<file path="config.mk">
export PLATFORM = sky130hd
export DESIGN_NAME = cpu_control
export DESIGN_NICKNAME = d
export VERILOG_FILES = /design/src/rtl/cpu_control.sv
export SDC_FILE = /design/constraint.sdc
export NUM_CORES = 1
export LEC_CHECK = 0
export ABC_CLOCK_PERIOD_IN_PS = 1500
export BUFFER_PORTS_ARGS = -buffer_cell sky130_fd_sc_hd__buf_2
export CAP_MARGIN = 20
export CORE_AREA = 2 2 39 41
export DETAILED_ROUTE_END_ITERATION = 8
export DIE_AREA = 0 0 41 43
export PLACE_DENSITY_LB_ADDON = 0.12
export SLEW_MARGIN = 20
export SYNTH_ARGS = -nofsm -noshare
export SYNTH_HDL_FRONTEND = slang
export SYNTH_SLANG_ARGS = --single-unit
</file>
<file path="constraint.sdc">
create_clock -name clk -period 1.5 [get_ports clk]
set_input_delay 0 -clock clk [delete_from_list [all_inputs] [get_ports clk]]
set_output_delay 0 -clock clk [all_outputs]
set_load 0.03 [all_outputs]
</file>
<file path="src/rtl/cpu_control.sv">
// Multi-cycle control unit for an 8-bit accumulator-less CPU: a Moore FSM that
// sequences fetch, decode, immediate fetch, execute and halt, and drives datapath strobes.
module cpu_control (
  input  logic       clk,
  input  logic       rst_n,
  input  logic [7:0] irvalue,
  input  logic       zero,
  input  logic       negative,
  output logic       irload,
  output logic       imload,
  output logic       pcsel,
  output logic       pcload,
  output logic       readwrite,
  output logic       dwrite,
  output logic [1:0] dregsel,
  output logic [1:0] sregsel,
  output logic [1:0] aluop,
  output logic [1:0] regsel,
  output logic [1:0] addrsel,
  output logic [2:0] state,
  output logic       halted,
  output logic       instdone
);

  typedef enum logic [2:0] {
    S_RESET  = 3'd0,
    S_FETCH  = 3'd1,
    S_DECODE = 3'd2,
    S_IMM    = 3'd3,
    S_EXEC   = 3'd4,
    S_HALT   = 3'd5
  } state_t;

  localparam logic [3:0] OP_NOP = 4'h0;
  localparam logic [3:0] OP_ADD = 4'h1;
  localparam logic [3:0] OP_SUB = 4'h2;
  localparam logic [3:0] OP_AND = 4'h3;
  localparam logic [3:0] OP_OR  = 4'h4;
  localparam logic [3:0] OP_LI  = 4'h5;
  localparam logic [3:0] OP_LD  = 4'h6;
  localparam logic [3:0] OP_ST  = 4'h7;
  localparam logic [3:0] OP_LDR = 4'h8;
  localparam logic [3:0] OP_STR = 4'h9;
  localparam logic [3:0] OP_JMP = 4'hA;
  localparam logic [3:0] OP_JZ  = 4'hB;
  localparam logic [3:0] OP_JN  = 4'hC;
  localparam logic [3:0] OP_MOV = 4'hD;
  localparam logic [3:0] OP_HLT = 4'hF;

  state_t     cur, nxt;
  logic [3:0] opcode;

  assign opcode = irvalue[7:4];
  assign state  = cur;

  // Instructions carrying an immediate/address byte after the opcode byte.
  function automatic logic is_two_byte(input logic [3:0] op);
    return (op == OP_LI) || (op == OP_LD) || (op == OP_ST) ||
           (op == OP_JMP) || (op == OP_JZ) || (op == OP_JN);
  endfunction

  always_ff @(posedge clk or negedge rst_n) begin
    if (!rst_n) cur <= S_RESET;
    else        cur <= nxt;
  end

  always_comb begin
    nxt       = S_FETCH;
    irload    = 1'b0;
    imload    = 1'b0;
    pcsel     = 1'b0;
    pcload    = 1'b0;
    readwrite = 1'b0;
    dwrite    = 1'b0;
    dregsel   = 2'b00;
    sregsel   = 2'b00;
    aluop     = 2'b00;
    regsel    = 2'b00;
    addrsel   = 2'b00;
    halted    = 1'b0;
    instdone  = 1'b0;
    case (cur)
      S_RESET: nxt = S_FETCH;
      S_FETCH: begin
        irload = 1'b1;
        pcload = 1'b1;
        nxt    = S_DECODE;
      end
      S_DECODE: begin
        dregsel = irvalue[3:2];
        sregsel = irvalue[1:0];
        if (opcode == OP_HLT)          nxt = S_HALT;
        else if (is_two_byte(opcode))  nxt = S_IMM;
        else                           nxt = S_EXEC;
      end
      S_IMM: begin
        imload = 1'b1;
        pcload = 1'b1;
        nxt    = S_EXEC;
      end
      S_EXEC: begin
        dregsel  = irvalue[3:2];
        sregsel  = irvalue[1:0];
        instdone = 1'b1;
        nxt      = S_FETCH;
        case (opcode)
          OP_ADD, OP_SUB, OP_AND, OP_OR: begin
            aluop  = opcode[1:0] - 2'd1;
            dwrite = 1'b1;
          end
          OP_LI: begin
            regsel = 2'b01;
            dwrite = 1'b1;
          end
          OP_LD: begin
            addrsel = 2'b01;
            regsel  = 2'b10;
            dwrite  = 1'b1;
          end
          OP_ST: begin
            addrsel   = 2'b01;
            readwrite = 1'b1;
          end
          OP_LDR: begin
            addrsel = 2'b10;
            regsel  = 2'b10;
            dwrite  = 1'b1;
          end
          OP_STR: begin
            addrsel   = 2'b10;
            readwrite = 1'b1;
          end
          OP_JMP: begin
            pcsel  = 1'b1;
            pcload = 1'b1;
          end
          // Flags are only looked at here, in the cycle the PC is conditionally loaded.
          OP_JZ: begin
            pcsel  = 1'b1;
            pcload = zero;
          end
          OP_JN: begin
            pcsel  = 1'b1;
            pcload = negative;
          end
          OP_MOV: begin
            regsel = 2'b11;
            dwrite = 1'b1;
          end
          default: ;
        endcase
      end
      S_HALT: begin
        halted = 1'b1;
        nxt    = S_HALT;
      end
      default: nxt = S_FETCH;
    endcase
  end

endmodule

</file>
After elaboration in Yosys (flattened, before gate mapping)
Cells that the tools add are included.
{ "classes": {"n_addsub": 1, "eq_ne": 19, "muxes": 23, "n_reduce_logical": 14} }
{ "ops": {"columns": ["operator", "n"], "rows": [
  ["4-bit equality test (second input constant)", 7],
  ["4-bit by 3-bit equality test with 1-bit output (second input constant)", 4],
  ["2-bit two-way mux", 6],
  ["3-bit one-hot mux with 4 select lines", 1],
  ["2-bit OR reduction", 6],
  ["1-bit two-way mux", 10],
  ["4-bit by 2-bit equality test with 1-bit output (second input constant)", 2],
  ["8-bit OR reduction", 1],
  ["3-bit by 2-bit equality test with 1-bit output (second input constant)", 2],
  ["3-bit equality test (second input constant)", 2],
  ["3-bit two-way mux", 2],
  ["2-bit one-hot mux with 3 select lines", 1],
  ["1-bit logical OR", 5],
  ["4-bit by 1-bit equality test with 1-bit output (second input constant)", 1],
  ["2-bit one-hot mux with 2 select lines", 1],
  ["4-bit OR reduction", 1],
  ["3-bit by 1-bit equality test with 1-bit output (second input constant)", 1],
  ["1-bit one-hot mux with 3 select lines", 1],
  ["3-bit OR reduction", 1],
  ["1-bit one-hot mux with 2 select lines", 1],
  ["2-bit by 1-bit subtractor with 2-bit output (second input constant)", 1]
]} }
{ "word_totals": {"ff_bits": 3, "input_bits": 12, "output_inout_bits": 21, "word_cells": 58} }

Depth between registers and ports, before layout
{ "logic_depth": {"word_depth": 9, "mapped_depth": 5, "ltp_nobuf": 5} }

Worst setup path before layout
Ideal clock, no wire load.
{ "synth_timing": {"path_type": "register to output", "from": "register cur[2] (netlist: state[2])", "to": "output aluop[0]", "arrival_time_ps": 2182, "required_time_ps": 1500, "path_slack_ps": -682, "path_stages_with_launch": 6, "n_path_buf": 1, "cell_sequence": "dfrtp_1 -> or3b_1 -> buf_6 -> clkinv_4 -> o21ai_2 -> nor4_1"} }
{ "synth_via": {"elab_chain_cells": 2} }
{ "synth_lines": {"columns": ["element", "line_no", "source"], "rows": [
  ["start, declared", "50", "state_t cur, nxt;"],
  ["start signal, assigned", "64", "else cur <= nxt;"],
  ["3-bit equality test", "82", "case (cur)"],
  ["2-bit two-way mux", "82", null],
  ["end, declared", "17", "output logic [1:0] aluop,"]
]} }
No other way between the ends.

Worst setup path in the final report
{ "layout_timing": {"from": "register cur[0] (netlist: state[0])", "to": "output addrsel[0]"} }
{ "layout_via": {"elab_chain_cells": 2} }
{ "layout_lines": {"columns": ["element", "line_no", "source"], "rows": [
  ["3-bit equality test", "82", null],
  ["2-bit two-way mux", "82", null],
  ["end, declared", "19", "output logic [1:0] addrsel,"]
]} }
No other way between the ends.

==> summary.txt <==
First-pass GRT wire length: 2210 um
Number of global-route vias before repair: 539
Total Die Area: 0.00176 mm^2
Yosys cell types: 33
Max Cap Violations: 0
Die boundary height: 43 um
Final antenna-violating net count: 0
Per-cell routed wire length: 12.1 um
Clock Pin Slew Worst Setup and Hold Paths: 40 ps
Total congestion overflow: 0
Clock tree from TritonCTS: built
Total routing usage reported by global routing: 0.177
Highest fanout seen on the critical path: 4
Post-Synthesis Cells: 69
Max H-tree Level: 1
Setup violations, final: 7
Top library cells by usage in the layout, fill and taps aside: sky130_fd_sc_hd__buf_2, sky130_fd_sc_hd__buf_6, sky130_fd_sc_hd__buf_4
Initial DRT Pass Iterations: 4
Total power of the final layout: 1.37 mW
Share of synthesized flip-flops with an asynchronous set or reset: 1.00
Total nets after synthesis: 85
Most common cell after layout, fill and taps aside: sky130_fd_sc_hd__buf_2
Number of enable flip-flop cells after synthesis: 0
Later-pin clock latency in the skew report: 230 ps
Startpoint type of the worst setup path: flop
Hold WS: 96.0 ps
Flip-flop count of the largest register, all copies and words added: 3
LEAKAGE: 0.468 nW
Number of buffers on the longest clock path: 2
Total number of placement rows: 14
Number of nets in the layout: 129
CP Capture Type: primary output
Synth Register Bits: 3
Avg Synthesized Cell Area: 7.34 um^2
Achievable clock frequency: 648 MHz
Run status: complete, but fails checks
DRC violations left: 0
Critical Path Max Stage Delay: 450 ps
Buffer and inverter count on the worst path: 2
Final worst clock skew: 1.72 ps
Worst-case setup margin in the final layout: -43.5 ps
Final Wtd Congestion: 0.807
Total wire length: 1550 um
Slew margin rel.: 0.740
Maximum resistive drop on vdd: 1.24 mV
Horizontal die dimension: 41 um
Required time of the critical path: 1500 ps
Filler Cells Inserted: 112
Count of antenna diodes in the layout: 0
Effective utilization at floorplan: 0.366
Largest net degree at the start of global routing: 19
Worst-path cell chain: or3b_4 -> buf_6 -> nor4_4 -> buf_6
Power per standard cell area: 1400 mW/mm^2
Critical-path cell with the highest stage delay: sky130_fd_sc_hd__or3b_4
Half-perimeter wire length of the detailed placement result: 1090 um
Setup repair after global routing missed its margin: yes
Combined area of all synthesized cells: 507 um^2
Io pins: 33
Iteration-0 DRC Markers: 9
Proportion of layout cells with a drive suffix above 1: 0.589
Worst setup path class: flop to primary output
Most frequently used flop master after synthesis: sky130_fd_sc_hd__dfrtp_1
Total vias in the final route: 655
Max-slew violation count: 0
Number of clock sinks: 3
Number of warning messages in the yosys log: 0
Vias/cell: 5.12
Failing checks: negative setup slack
Placeable core area: 0.00138 mm^2
Worst hold path class: input port to asynchronous set/reset pin
Arrival time at the worst endpoint: 1540 ps
Number of input and output port buffers inserted: 32
CP delay by family, top: simple AND/OR/NAND/NOR gates
Clk Tree Root Cell: sky130_fd_sc_hd__clkbuf_4
Worst-margin pin slew: 391 ps
Most frequent cell on the critical path: sky130_fd_sc_hd__buf_6
Sequential fraction of the synthesis area: 0.148
Final critical path time including I/O delays and setup: 1540 ps
Initial antenna violation count: 0
Final Hold Viols: 0
Num CTS Buffers: 3
Share of the clock period used by the worst path after layout: 1.03
Layout-stage area growth over the synthesis result: 93.6%
-- kinds of logic (layout without fill, tap and decap cells) --
family | Yosys count | in the layout | synth area share
adders and majority gates | 4 | 4 | 0.0988
buffers and inverters | 10 | 53 | 0.104
DFF | 3 | 3 | 0.148
and+or+nand+nor | 32 | 32 | 0.361
muxes | 1 | 1 | 0.0222
AOI/OAI and AO/OA | 19 | 19 | 0.267
-- per-stage QoR --
| step | setup slack [ps] | std cells | TNS, ps | instance area [um^2] | util |
|---|---|---|---|---|---|
| after floorplan | -132 | 69 | -302 | 572 | - |
| after global placement | 18.6 | 121 | 0 | 787 | 0.569 |
| after detailed placement | -3.00 | 121 | -3.00 | 787 | 0.569 |
| after CTS | -47.5 | 127 | -268 | 911 | 0.658 |
| after global routing | -111 | 128 | -859 | 981 | 0.709 |
| final | -43.5 | 128 | -212 | 981 | 0.709 |
-- cell usage after synthesis, types with 3 or more instances --
| cell | count | area [um^2] |
|---|---|---|
| sky130_fd_sc_hd__nor2_1 | 7 | 26.3 |
| sky130_fd_sc_hd__and2_1 | 6 | 37.5 |
| sky130_fd_sc_hd__a21oi_1 | 5 | 25.0 |
| sky130_fd_sc_hd__inv_1 | 5 | 18.8 |
| sky130_fd_sc_hd__ha_1 | 4 | 50.1 |
| sky130_fd_sc_hd__nor4_1 | 4 | 25.0 |
| sky130_fd_sc_hd__dfrtp_1 | 3 | 75.1 |
| sky130_fd_sc_hd__nand2b_1 | 3 | 18.8 |
| sky130_fd_sc_hd__o21ai_0 | 3 | 15.0 |
-- final cells by class --
cell class	instances	area (um^2)	share of cell area
Multi-Input combinational cell	56	492	0.501
Inverter	6	35.0	0.0357
Sequential cell	3	78.8	0.0804
Clock buffer	4	26.3	0.0268
Timing Repair Buffer	43	329	0.335
Tap cell	16	20.0	0.0204
-- path summary, 6_finish.rpt --
path / from / end / slack (ps) / depth (start not counted)
min in group clk: irvalue[3] / dregsel[1] / 310 / 3
setup reg to reg: state[0] / state[2] / 210 / 4
setup / recovery: state[0] / addrsel[0] / -40 / 4
hold reg to reg: state[1] / state[1] / 620 / 2
max in group asynchronous: rst_n / state[0] / 1290 / 2
hold / removal: rst_n / state[2] / 100 / 2
-- repair_timing --
action                     4_1_cts  5_1_grt
hold buffers                     1        0
setup endpoints to repair       15       14
setup buffers                    1        1
resized for setup               24       16
pin swaps                        6        5
hold endpoints to repair         3        0
-- report_power, final --
| part | internal [mW] | switching (mW) | total, mW |
|---|---|---|---|
| sequential | 0.126 | 0.0195 | 0.145 |
| combinational | 0.455 | 0.637 | 1.09 |
| clock | 0.0994 | 0.0377 | 0.137 |
| total | 0.680 | 0.695 | 1.37 |
-- worst register-to-register path: stages (launching register included) --
cell and delay, ps:
sky130_fd_sc_hd__dfrtp_2 390, sky130_fd_sc_hd__buf_4 140, sky130_fd_sc_hd__o21bai_1 140, sky130_fd_sc_hd__a221oi_1 330, sky130_fd_sc_hd__o22ai_1 140
-- routing by layer --
| layer | up-vias | GRT usage | share of wire |
|---|---|---|---|
| met1 | 302 | 0.218 | 0.44 |
| met2 | 15 | 0.313 | 0.52 |
| met5 | - | 0 | 0 |
| li1 | 336 | - | - |
| met3 | 2 | 0 | 0.024 |
| met4 | 0 | 0.0600 | 0.011 |
No activity file was read; power rests on OpenSTA's default activity.
